[config.mk]
export PLATFORM = sky130hd
export DESIGN_NAME = program_loader
export DESIGN_NICKNAME = d
export VERILOG_FILES = /design/src/rtl/program_loader.sv
export SDC_FILE = /design/constraint.sdc
export NUM_CORES = 1
export LEC_CHECK = 0
export ABC_AREA = 1
export CAP_MARGIN = 25
export CORE_ASPECT_RATIO = 1.2
export CORE_MARGIN = 5
export CORE_UTILIZATION = 35
export DETAILED_ROUTE_END_ITERATION = 8
export HOLD_SLACK_MARGIN = 0.1
export SLEW_MARGIN = 20
export SYNTH_ARGS = -nofsm -noshare
export SYNTH_HDL_FRONTEND = slang
export SYNTH_SLANG_ARGS = --single-unit
[constraint.sdc]
create_clock -name clk -period 2.25 [get_ports clk]
set_clock_uncertainty 0.15 [all_clocks]
set_input_delay 0.45 -clock clk [delete_from_list [all_inputs] [get_ports clk]]
set_output_delay 0.45 -clock clk [all_outputs]
set_load 0.05 [all_outputs]
[src/rtl/program_loader.sv]
// program_loader: assembles a framed little-endian byte image into 32-bit words,
// writes them into the processor load port, then starts it and waits for end_signal.
module program_loader #(
    parameter int IMEM_DEPTH = 256,
    parameter int DMEM_DEPTH = 256
) (
    input  logic        clk,
    input  logic        reset,
    input  logic [7:0]  byte_in,
    input  logic        byte_valid,
    output logic        byte_ready,
    output logic [31:0] new_instruction,
    output logic        add_into,
    output logic        load_valid,
    output logic        start_signal,
    input  logic        end_signal,
    output logic        done,
    output logic        error
);
    typedef enum logic [2:0] {S_IDLE, S_HDR, S_INSTR, S_DATA, S_RUN, S_FIN, S_ERR} state_t;
    localparam logic [15:0] IMAX = 16'(IMEM_DEPTH);
    localparam logic [15:0] DMAX = 16'(DMEM_DEPTH);
    state_t      r_state, w_next;
    logic [1:0]  r_bcnt;
    logic [31:0] r_word;
    logic [15:0] r_nd, r_cnt;
    logic [31:0] r_new;
    logic        r_add, r_lv, r_start, r_done, r_err;
    logic [31:0] w_word;
    logic        w_acc, w_last, w_seg;
    assign w_seg      = r_state == S_INSTR || r_state == S_DATA;
    assign byte_ready = (r_state == S_HDR || w_seg) && !r_lv;
    assign w_acc      = byte_valid && byte_ready;
    assign w_last     = w_acc && r_bcnt == 2'd3;
    assign w_word     = {byte_in, r_word[31:8]};
    assign new_instruction = r_new;
    assign add_into        = r_add;
    assign load_valid      = r_lv;
    assign start_signal    = r_start;
    assign done            = r_done;
    assign error           = r_err;
    // Segment exits are taken in the strobe cycle, so RUN starts after the final load_valid
    always_comb begin
        w_next = r_state;
        case (r_state)
            S_IDLE:  w_next = S_HDR;
            S_HDR:   if (w_last)
                         w_next = (w_word[15:0] > IMAX || w_word[31:16] > DMAX) ? S_ERR :
                                  w_word[15:0] != '0 ? S_INSTR :
                                  w_word[31:16] != '0 ? S_DATA : S_RUN;
            S_INSTR: if (r_lv && r_cnt == '0) w_next = r_nd != '0 ? S_DATA : S_RUN;
            S_DATA:  if (r_lv && r_cnt == '0) w_next = S_RUN;
            S_RUN:   if (end_signal) w_next = S_FIN;
            default: w_next = r_state;
        endcase
    end
    always_ff @(posedge clk or negedge reset) begin
        if (!reset) begin
            r_state <= S_IDLE;
            r_bcnt  <= '0;
            r_word  <= '0;
            r_nd    <= '0;
            r_cnt   <= '0;
            r_new   <= '0;
            r_add   <= 1'b0;
            r_lv    <= 1'b0;
            r_start <= 1'b0;
            r_done  <= 1'b0;
            r_err   <= 1'b0;
        end else begin
            r_state <= w_next;
            r_lv    <= 1'b0;
            if (w_acc) begin
                r_word <= w_word;
                r_bcnt <= r_bcnt + 2'd1;
            end
            if (r_state == S_HDR && w_last) begin
                r_nd  <= w_word[31:16];
                r_cnt <= w_word[15:0] != '0 ? w_word[15:0] : w_word[31:16];
            end
            if (w_seg && w_last) begin
                r_new <= w_word;
                r_lv  <= 1'b1;
                r_cnt <= r_cnt - 16'd1;
                if (r_state == S_DATA) r_add <= 1'b1;
            end
            if (r_state == S_INSTR && w_next == S_DATA) r_cnt <= r_nd;
            if (w_next == S_RUN) r_start <= 1'b1;
            if (w_next == S_FIN) r_done <= 1'b1;
            if (w_next == S_ERR) r_err <= 1'b1;
        end
    end
endmodule

# After elaboration in Yosys (flattened, before gate mapping)
# Index checks and enable logic that the tools add are counted.
# totals
reg_bits	106
input_bits	12
out_inout_bits	38
word_cells	56
# classes
add_sub_neg	2
order_cmp	2
n_eq_ne	9
mux	14
n_reduce_logical	18
# op_table
op	count
2-to-1 mux 16 bit	4
nonzero test 16 bit	3
> comparator 16 x 9 -> 1 bit, second input constant	2
2-to-1 mux 3 bit	8
logical NOT 16 bit	1
subtractor 16 x 1 -> 16 bit, second input constant	1
case mux 3 bit (5 select lines)	1
equality test 3 bit, second input constant	4
equality test 3 x 2 -> 1 bit, second input constant	3
logical AND 1 bit	7
equality test 3 x 1 -> 1 bit, second input constant	1
logical NOT 3 bit	1
logical OR 1 bit	3
nonzero test 3 bit	1
adder 2 x 1 -> 2 bit, second input constant	1
equality test 2 bit, second input constant	1
AND reduction 2 bit	1
logical NOT 1 bit	1
2-to-1 mux 1 bit	1

# Depth between registers and ports, before layout
# Gate-level depths: netlist of run 1.
# logic_depth
ltp_word	11
depth_mapped	14
mapped_depth_nobuf	14

# Least setup slack after synthesis of run 1
# Ideal clock, no wire load.
# synth_path
path_type	register to output
start	register r_state[2]
end	output byte_ready
arrival_time_ns	1.531
required_ns	1.650
path_slack_ns	0.119
stages_incl_launch_ff	4
path_buffers	0
path_cell_list	dfrtp_1 -> nor3_1 -> inv_1 -> a21oi_1
# synth_via
elab_chain_cells	4
elab_cells_between_ends	6
classes_between	eq/ne (3); reduce/logical (3)
# synth_lines
item	line_no	source
from (decl)	23	state_t r_state, w_next;
from (signal assigned)	71	r_state <= w_next;
equality test 3 x 2 -> 1 bit	31	assign w_seg = r_state == S_INSTR || r_state == S_DATA;
logical OR 1 bit	31	
logical OR 1 bit *	32	assign byte_ready = (r_state == S_HDR || w_seg) && !r_lv;
logical AND 1 bit *	32	
to (decl)	11	output logic byte_ready,
# Every way passes the cells marked *; elsewhere a longest branch is shown, timed or not.

# Final worst setup path of run 1
# Ends and elaborated chain as after synthesis.

==> metrics.yaml, run 1 <==
power:
  seqPwrFrac_pct: 50.9
  power.leakage_nw: 2.65
  p_clk_share_pct: 46.5
  p_sw_share_pct: 21.3
  p_switching_mw: 0.738
  peakVddDrop_uv: 330
  powerDensity_nw_per_um2: 593
  power.share.combinational_pct: 2.7
  power.internal_mw: 2.72
detailed_routing:
  drc: 0
  dr_total_vias: 4087
  wl_mm: 12.7
  vias_per_cell: 4.94
  ant_nets: 0
  dr.pass1.iters: 5
  drtIter0Drc: 263
  wl_per_cell_um: 15.4
synth:
  ys_warn_count: 0
  async_flop_share_pct: 100
  ys_seq_area_share_pct: 50.8
  synth.largest_area_cell: "dfrtp_1"
  synthDistinctLibCells: 36
  synth_edf_count: 0
  synth_top_cell_area_share_pct: 50.8
  synth_nets: 615
  synthFlopType: "dfrtp_1"
  ys_seq_elements: 98
  synth_area_um2: 4820
  synthCells: 600
  ys_top_cells_by_count: "nand2_1, dfrtp_1, o21ai_0, nor2_1, inv_1"
  synth.most_common_cell: "nand2_1"
  avgSynthCellArea_um2: 8.04
  synthTopCellsByArea: "dfrtp_1, nand2_1, o21ai_0"
job:
  max_cap_viol_count: 0
global_routing:
  track_usage_pct: 16.6
  grt_overflow: 0
  grt_max_degree: 99
  antenna_found_initial: 0
  grt_pass1_vias: 4071
  grt_first_pass_wirelength_mm: 21.1
critical_path:
  startpoint_type: "register"
  end_kind: "primary output"
  required_ns: 1.65
  critPathMaxFanout: 5
  critPathKind: "register to primary output"
  worstPathCellList: "nor3_1 -> inv_1 -> a21oi_2 -> buf_12"
  cp.arrival_ns: 1.55
  slowest_stage: "dfrtp_1"
  max_stage_delay_ns: 0.44
floorplanning:
  coreArea_um2: 13600
  io_pins: 50
  die_w_um: 117
  rows: 47
  die-height_um: 139
  start_util_pct: 35.4
  die_area_um2: 16200
clocking:
  cts-root-buf: "clkbuf_16"
  path_clk_slew_ns: 0.07
  cts_tree: "done"
  insertion_delay_ns: 0.35
  cts.sinks: 98
  numCtsBuffers: 9
  cts.path.max_buffers: 2
  cts_max_level: 3
  cts_setup_buffers: 0
layout:
  nets: 667
  design_area_um2: 5840
  n_antenna_cell: 0
  syn2layout_area_growth_pct: 21.0
  fill_cells: 1385
  drive_above_1_share_pct: 9.13
  final_util_pct: 42.8
timing:
  final-setup-viol-count: 0
  maxSlewViolCount: 0
  whs_ns: 0.326
  hold_viol_final: 0
  post-route-min-period_ns: 2.15
  max_slew_margin_pct: 63.2
  tightest_slew_ns: 0.552
  fin_crit_sh_pct: 95.6
  max_freq_mhz: 465
  rsz0062_at_grt: "false"
  tns_ns: 0
  timing.final.ws_setup_ns: 0.0991
min_path:
  hp-class: "register to register"
placed_design:
  preCtsSetupSlack_ns: 0.0150
  place.gp.congestion: 0.861
  dpl.hpwl_mm: 9.49
  port_buffers: 49
  place_area_um2: 5510
status:
  status: "finished clean"
## cell usage in the layout (no fill, tap or decap), drive strengths merged, types with 10 or more instances in the layout
cell type / instances
clkdlybuf4s50: 46
nand2: 171
nand3: 34
inv: 65
nor2: 69
clkbuf: 12
dfrtp: 98
o211ai: 10
o21ai: 101
buf: 15
## per-layer routing
| layer | vias to the layer above | share of wire (%) | track usage [%] |
|---|---|---|---|
| met2 | 117 | 48 | 26.2 |
| met1 | 1908 | 46 | 23.0 |
| met4 | 0 | 2.0 | 6.70 |
| met3 | 14 | 3.9 | 2.23 |
| met5 | - | 0 | 0 |
| li1 | 2048 | - | - |
## flip-flops by register name (all words and copies together) (netlist names)
name and flops:
r_nd 16, new_instruction 32, r_cnt 16, r_word 24, done 1, load_valid 1, error 1, start_signal 1
r_bcnt 2, r_state 3, add_into 1
## cells by family after synthesis
| logic type | Yosys count | share of synthesized area, % |
|---|---|---|
| xor+xnor | 5 | 0.908 |
| fa+ha+maj | 3 | 0.778 |
| compound gates | 125 | 14.2 |
| simple gates | 284 | 25.5 |
| buf+inv | 84 | 7.57 |
| flops | 98 | 50.8 |
| mux | 1 | 0.233 |
## critical path: cells and delay by family (launching register included)
family,cells,cell delay (ns)
buffers and inverters,2,0.30
and+or+nand+nor,1,0.27
AOI/OAI and AO/OA,1,0.20
DFF,1,0.44
## final timing paths
| kind | cells after the start | slack (ns) | start | endpoint |
|---|---|---|---|---|
| min | 2 | 0.33 | error | error |
| min in group asynchronous | 3 | 0.54 | reset | r_cnt[15] |
| min reg2reg | 2 | 0.33 | error | error |
| max in group asynchronous | 3 | 0.98 | reset | r_cnt[11] |
| max | 4 | 0.1 | r_state[2] | byte_ready |
| max reg2reg | 10 | 0.16 | r_cnt[1] | r_cnt[7] |
## through the flow
step	std cells	power [mW]
6_report	828	3.46
5_1_grt	828	3.58
4_1_cts	828	3.50
3_5_place_dp	811	1.89
3_3_place_gp	811	1.89
2_1_floorplan	600	1.81
## power groups by stage
stage,clock network [mW],logic (mW),registers [mW]
detailed placement,0,0.0945,1.79
global placement,0,0.0928,1.79
CTS,1.64,0.0959,1.76
finish,1.61,0.0920,1.76
floorplan,0,0.0186,1.80
global route,1.72,0.105,1.76
## area by class of cell
type,instances,area (um2),share of cell area (%)
clock inverter,4,56.3,0.964
tap,171,214,3.66
clock buffer,12,256,4.39
multi-input combinational,418,2010,34.5
sequential,98,2450,42.0
timing repair buffer,62,608,10.4
inverter,63,239,4.09
## what timing repair did
action                                 4_1_cts  5_1_grt
setup endpoints to repair                    0        4
gates resized for setup                      0        3
hold buffers                                 1        0
endpoints found under the hold margin       98        0
No activity file was read; power rests on OpenSTA's default activity.
==> inputs of run 2 (changes only) <==
--- a/config.mk
+++ b/config.mk
@@ -12,6 +12,7 @@
 export CORE_UTILIZATION = 35
 export DETAILED_ROUTE_END_ITERATION = 8
 export HOLD_SLACK_MARGIN = 0.1
+export RECOVER_POWER = 100
 export SLEW_MARGIN = 20
 export SYNTH_ARGS = -nofsm -noshare
 export SYNTH_HDL_FRONTEND = slang
==> run 2 against run 1 <==
Non-clock buffer count is the same. Sequential cell count is the same. Core utilization shrank 0.39 points. Die area is the same. Critical endpoint is now new_instruction[5].
==> metrics.yaml, run 2 (synthesized netlist as in run 1, its figures left out) <==
status:
  status: "finished clean"
layout:
  drive_above_1_share_pct: 8.22  # -0.91 points
  mostFrequentLayoutCell: "nand2_1"
  multiInputGateArea_um2: 1980  # -1.5%
  syn2layout_area_growth_pct: 19.9
  n_antenna_cell: 0  # unchanged
  final-instance-count-excl-fill: 828  # unchanged
  register_area_um2: 2450  # unchanged
  final_cell_mix: "nand2_1, dfrtp_1, o21ai_0"
  fill_cells: 1395  # +0.72%
  largest_reg_flops: 32  # unchanged
  nets: 667  # unchanged
min_path:
  hp-start: "error"
  hp-class: "register to register"
clocking:
  insertion_delay_ns: 0.35  # about the same
  cts.path.max_buffers: 2  # unchanged
  path_clk_slew_ns: 0.07  # about the same
  cts_tree: "done"
  cts-root-buf: "clkbuf_16"
  cts.sinks: 98  # unchanged
  cts_max_level: 3  # unchanged
  numCtsBuffers: 9  # unchanged
detailed_routing:
  wl_per_cell_um: 15.3  # -0.41%
  wl_mm: 12.7  # -0.41%
  vias_per_cell: 4.93  # -0.12%
  drc: 0  # unchanged
  dr_total_vias: 4082  # -0.12%
  dr.pass1.iters: 5  # unchanged
  drtIter0Drc: 233  # -11%
  ant_nets: 0  # unchanged
timing:
  hold_viol_final: 0  # unchanged
  tns_ns: 0  # unchanged
  final-setup-viol-count: 0  # unchanged
  tightest_slew_ns: 1.25  # +0.702 ns
  max_slew_margin_pct: 16.4  # -47 points
  post-route-min-period_ns: 2.18  # +0.0338 ns
  maxSlewViolCount: 0  # unchanged
  whs_ns: 0.319  # -0.00679 ns
  max_freq_mhz: 458  # -1.5%
  rsz0062_at_grt: "false"
  fin_crit_sh_pct: 97.1  # +1.5 points
global_routing:
  grt_overflow: 0  # unchanged
  track_usage_pct: 16.6  # unchanged
  grt_pass1_vias: 4071  # unchanged
  grt_max_degree: 99  # unchanged
  antenna_found_initial: 0  # unchanged
  grt_first_pass_wirelength_mm: 21.1  # unchanged
placed_design:
  place.gp.congestion: 0.861  # unchanged
  dpl.hpwl_mm: 9.49  # unchanged
  dp_cells: 811  # unchanged
  port_buffers: 49  # unchanged
critical_path:
  end_kind: "primary output"
  r2r-start: "r_cnt[1]"
  worstPathCellList: "dlygate4sd3_1"
  max_stage_delay_ns: 0.88  # +0.44 ns
  required_ns: 1.65  # about the same
  critPathKind: "register to primary output"
  cp.arrival_ns: 1.58  # +0.03 ns
  critPathMaxFanout: 2  # -3
  startpoint_type: "register"
  critPathTopFamily: "buffers and inverters"
  path_buf_inv: 1  # -1
  cp-startpoint: "new_instruction[5]"
  slowest_stage: "dlygate4sd3_1"
floorplanning:
  die_area_um2: 16200  # unchanged
  rows: 47  # unchanged
  die_w_um: 117  # unchanged
  coreArea_um2: 13600  # unchanged
  io_pins: 50  # unchanged
  start_util_pct: 35.4  # unchanged
  die-height_um: 139  # unchanged
power:
  power.share.combinational_pct: 2.5  # -0.2 points
  p_clk_share_pct: 46.5  # about the same
  peakVddDrop_uv: 331  # about the same
  powerDensity_nw_per_um2: 597  # +0.74%
  p_switching_mw: 0.734  # -0.52%
  seqPwrFrac_pct: 51.0  # about the same
  p_sw_share_pct: 21.2  # -0.071 points
  power.leakage_nw: 2.69  # +1.5%
  power.internal_mw: 2.72  # -0.10%
job:
  max_cap_viol_count: 0  # unchanged
==> run 2: power groups by stage <==
stage                     Clock (mW)  Sequential (mW)  Combinational, mW
after floorplan                    0             1.80             0.0186
after global placement             0             1.79             0.0928
after detailed placement           0             1.79             0.0945
after CTS                       1.64             1.76             0.0959
after global routing            1.72             1.76              0.101
final                           1.60             1.76             0.0879
==> run 2: layout make-up <==
| type | instances | area share (%) |
|---|---|---|
| Clock inverter | 4 | 0.973 |
| Clock buffer | 12 | 4.43 |
| Sequential cell | 98 | 42.4 |
| Tap cell | 171 | 3.70 |
| Inverter | 63 | 4.13 |
| Multi-Input combinational cell | 418 | 34.3 |
| Timing Repair Buffer | 62 | 10.1 |
==> run 2: layer usage <==
metal	GRT usage, %	up-vias	share of wire, %
met5	0	-	0
met4	6.70	0	2.0
met3	2.23	16	3.7
met2	26.2	101	49
met1	23.0	1920	46
li1	-	2045	-
==> run 2: worst reg2reg max path, stage by stage, from the launching register on <==
cell and delay, ns:
dfrtp_1 0.36, inv_1 0.15, ha_2 0.22, nand2_1 0.05, nor2_1 0.11, nand2_1 0.09, nor2_4 0.18, nand3_4 0.11
buf_4 0.21, o211ai_1 0.28, nand2_1 0.08
==> run 2: timing repair <==
item,4_1_cts,5_1_grt
gates resized for setup,0,3
hold endpoints to repair,98,0
setup buffers,0,0
setup endpoints to repair,0,4
hold buffers,1,0
==> run 2: path summary, 6_finish.rpt <==
path                                        to  slack, ns  depth (start not counted)
setup / recovery            new_instruction[5]       0.07                          1
hold / removal                           error       0.32                          2
setup reg to reg                      r_cnt[7]       0.14                         10
hold reg to reg                          error       0.32                          2
max in group asynchronous  new_instruction[19]       0.29                          3
min in group asynchronous            r_cnt[11]       0.85                          3
==> run 2: metrics by stage <==
step                      utilization [%]  instance area [um2]  setup WS [ns]  total power, mW
after floorplan                         -                 4820          0.119             1.81
after global placement               40.4                 5510         0.0434             1.89
after detailed placement             40.4                 5510         0.0150             1.89
after CTS                            42.7                 5830         0.0224             3.50
after global routing                 42.4                 5780        0.00565             3.58
final                                42.4                 5780         0.0653             3.45
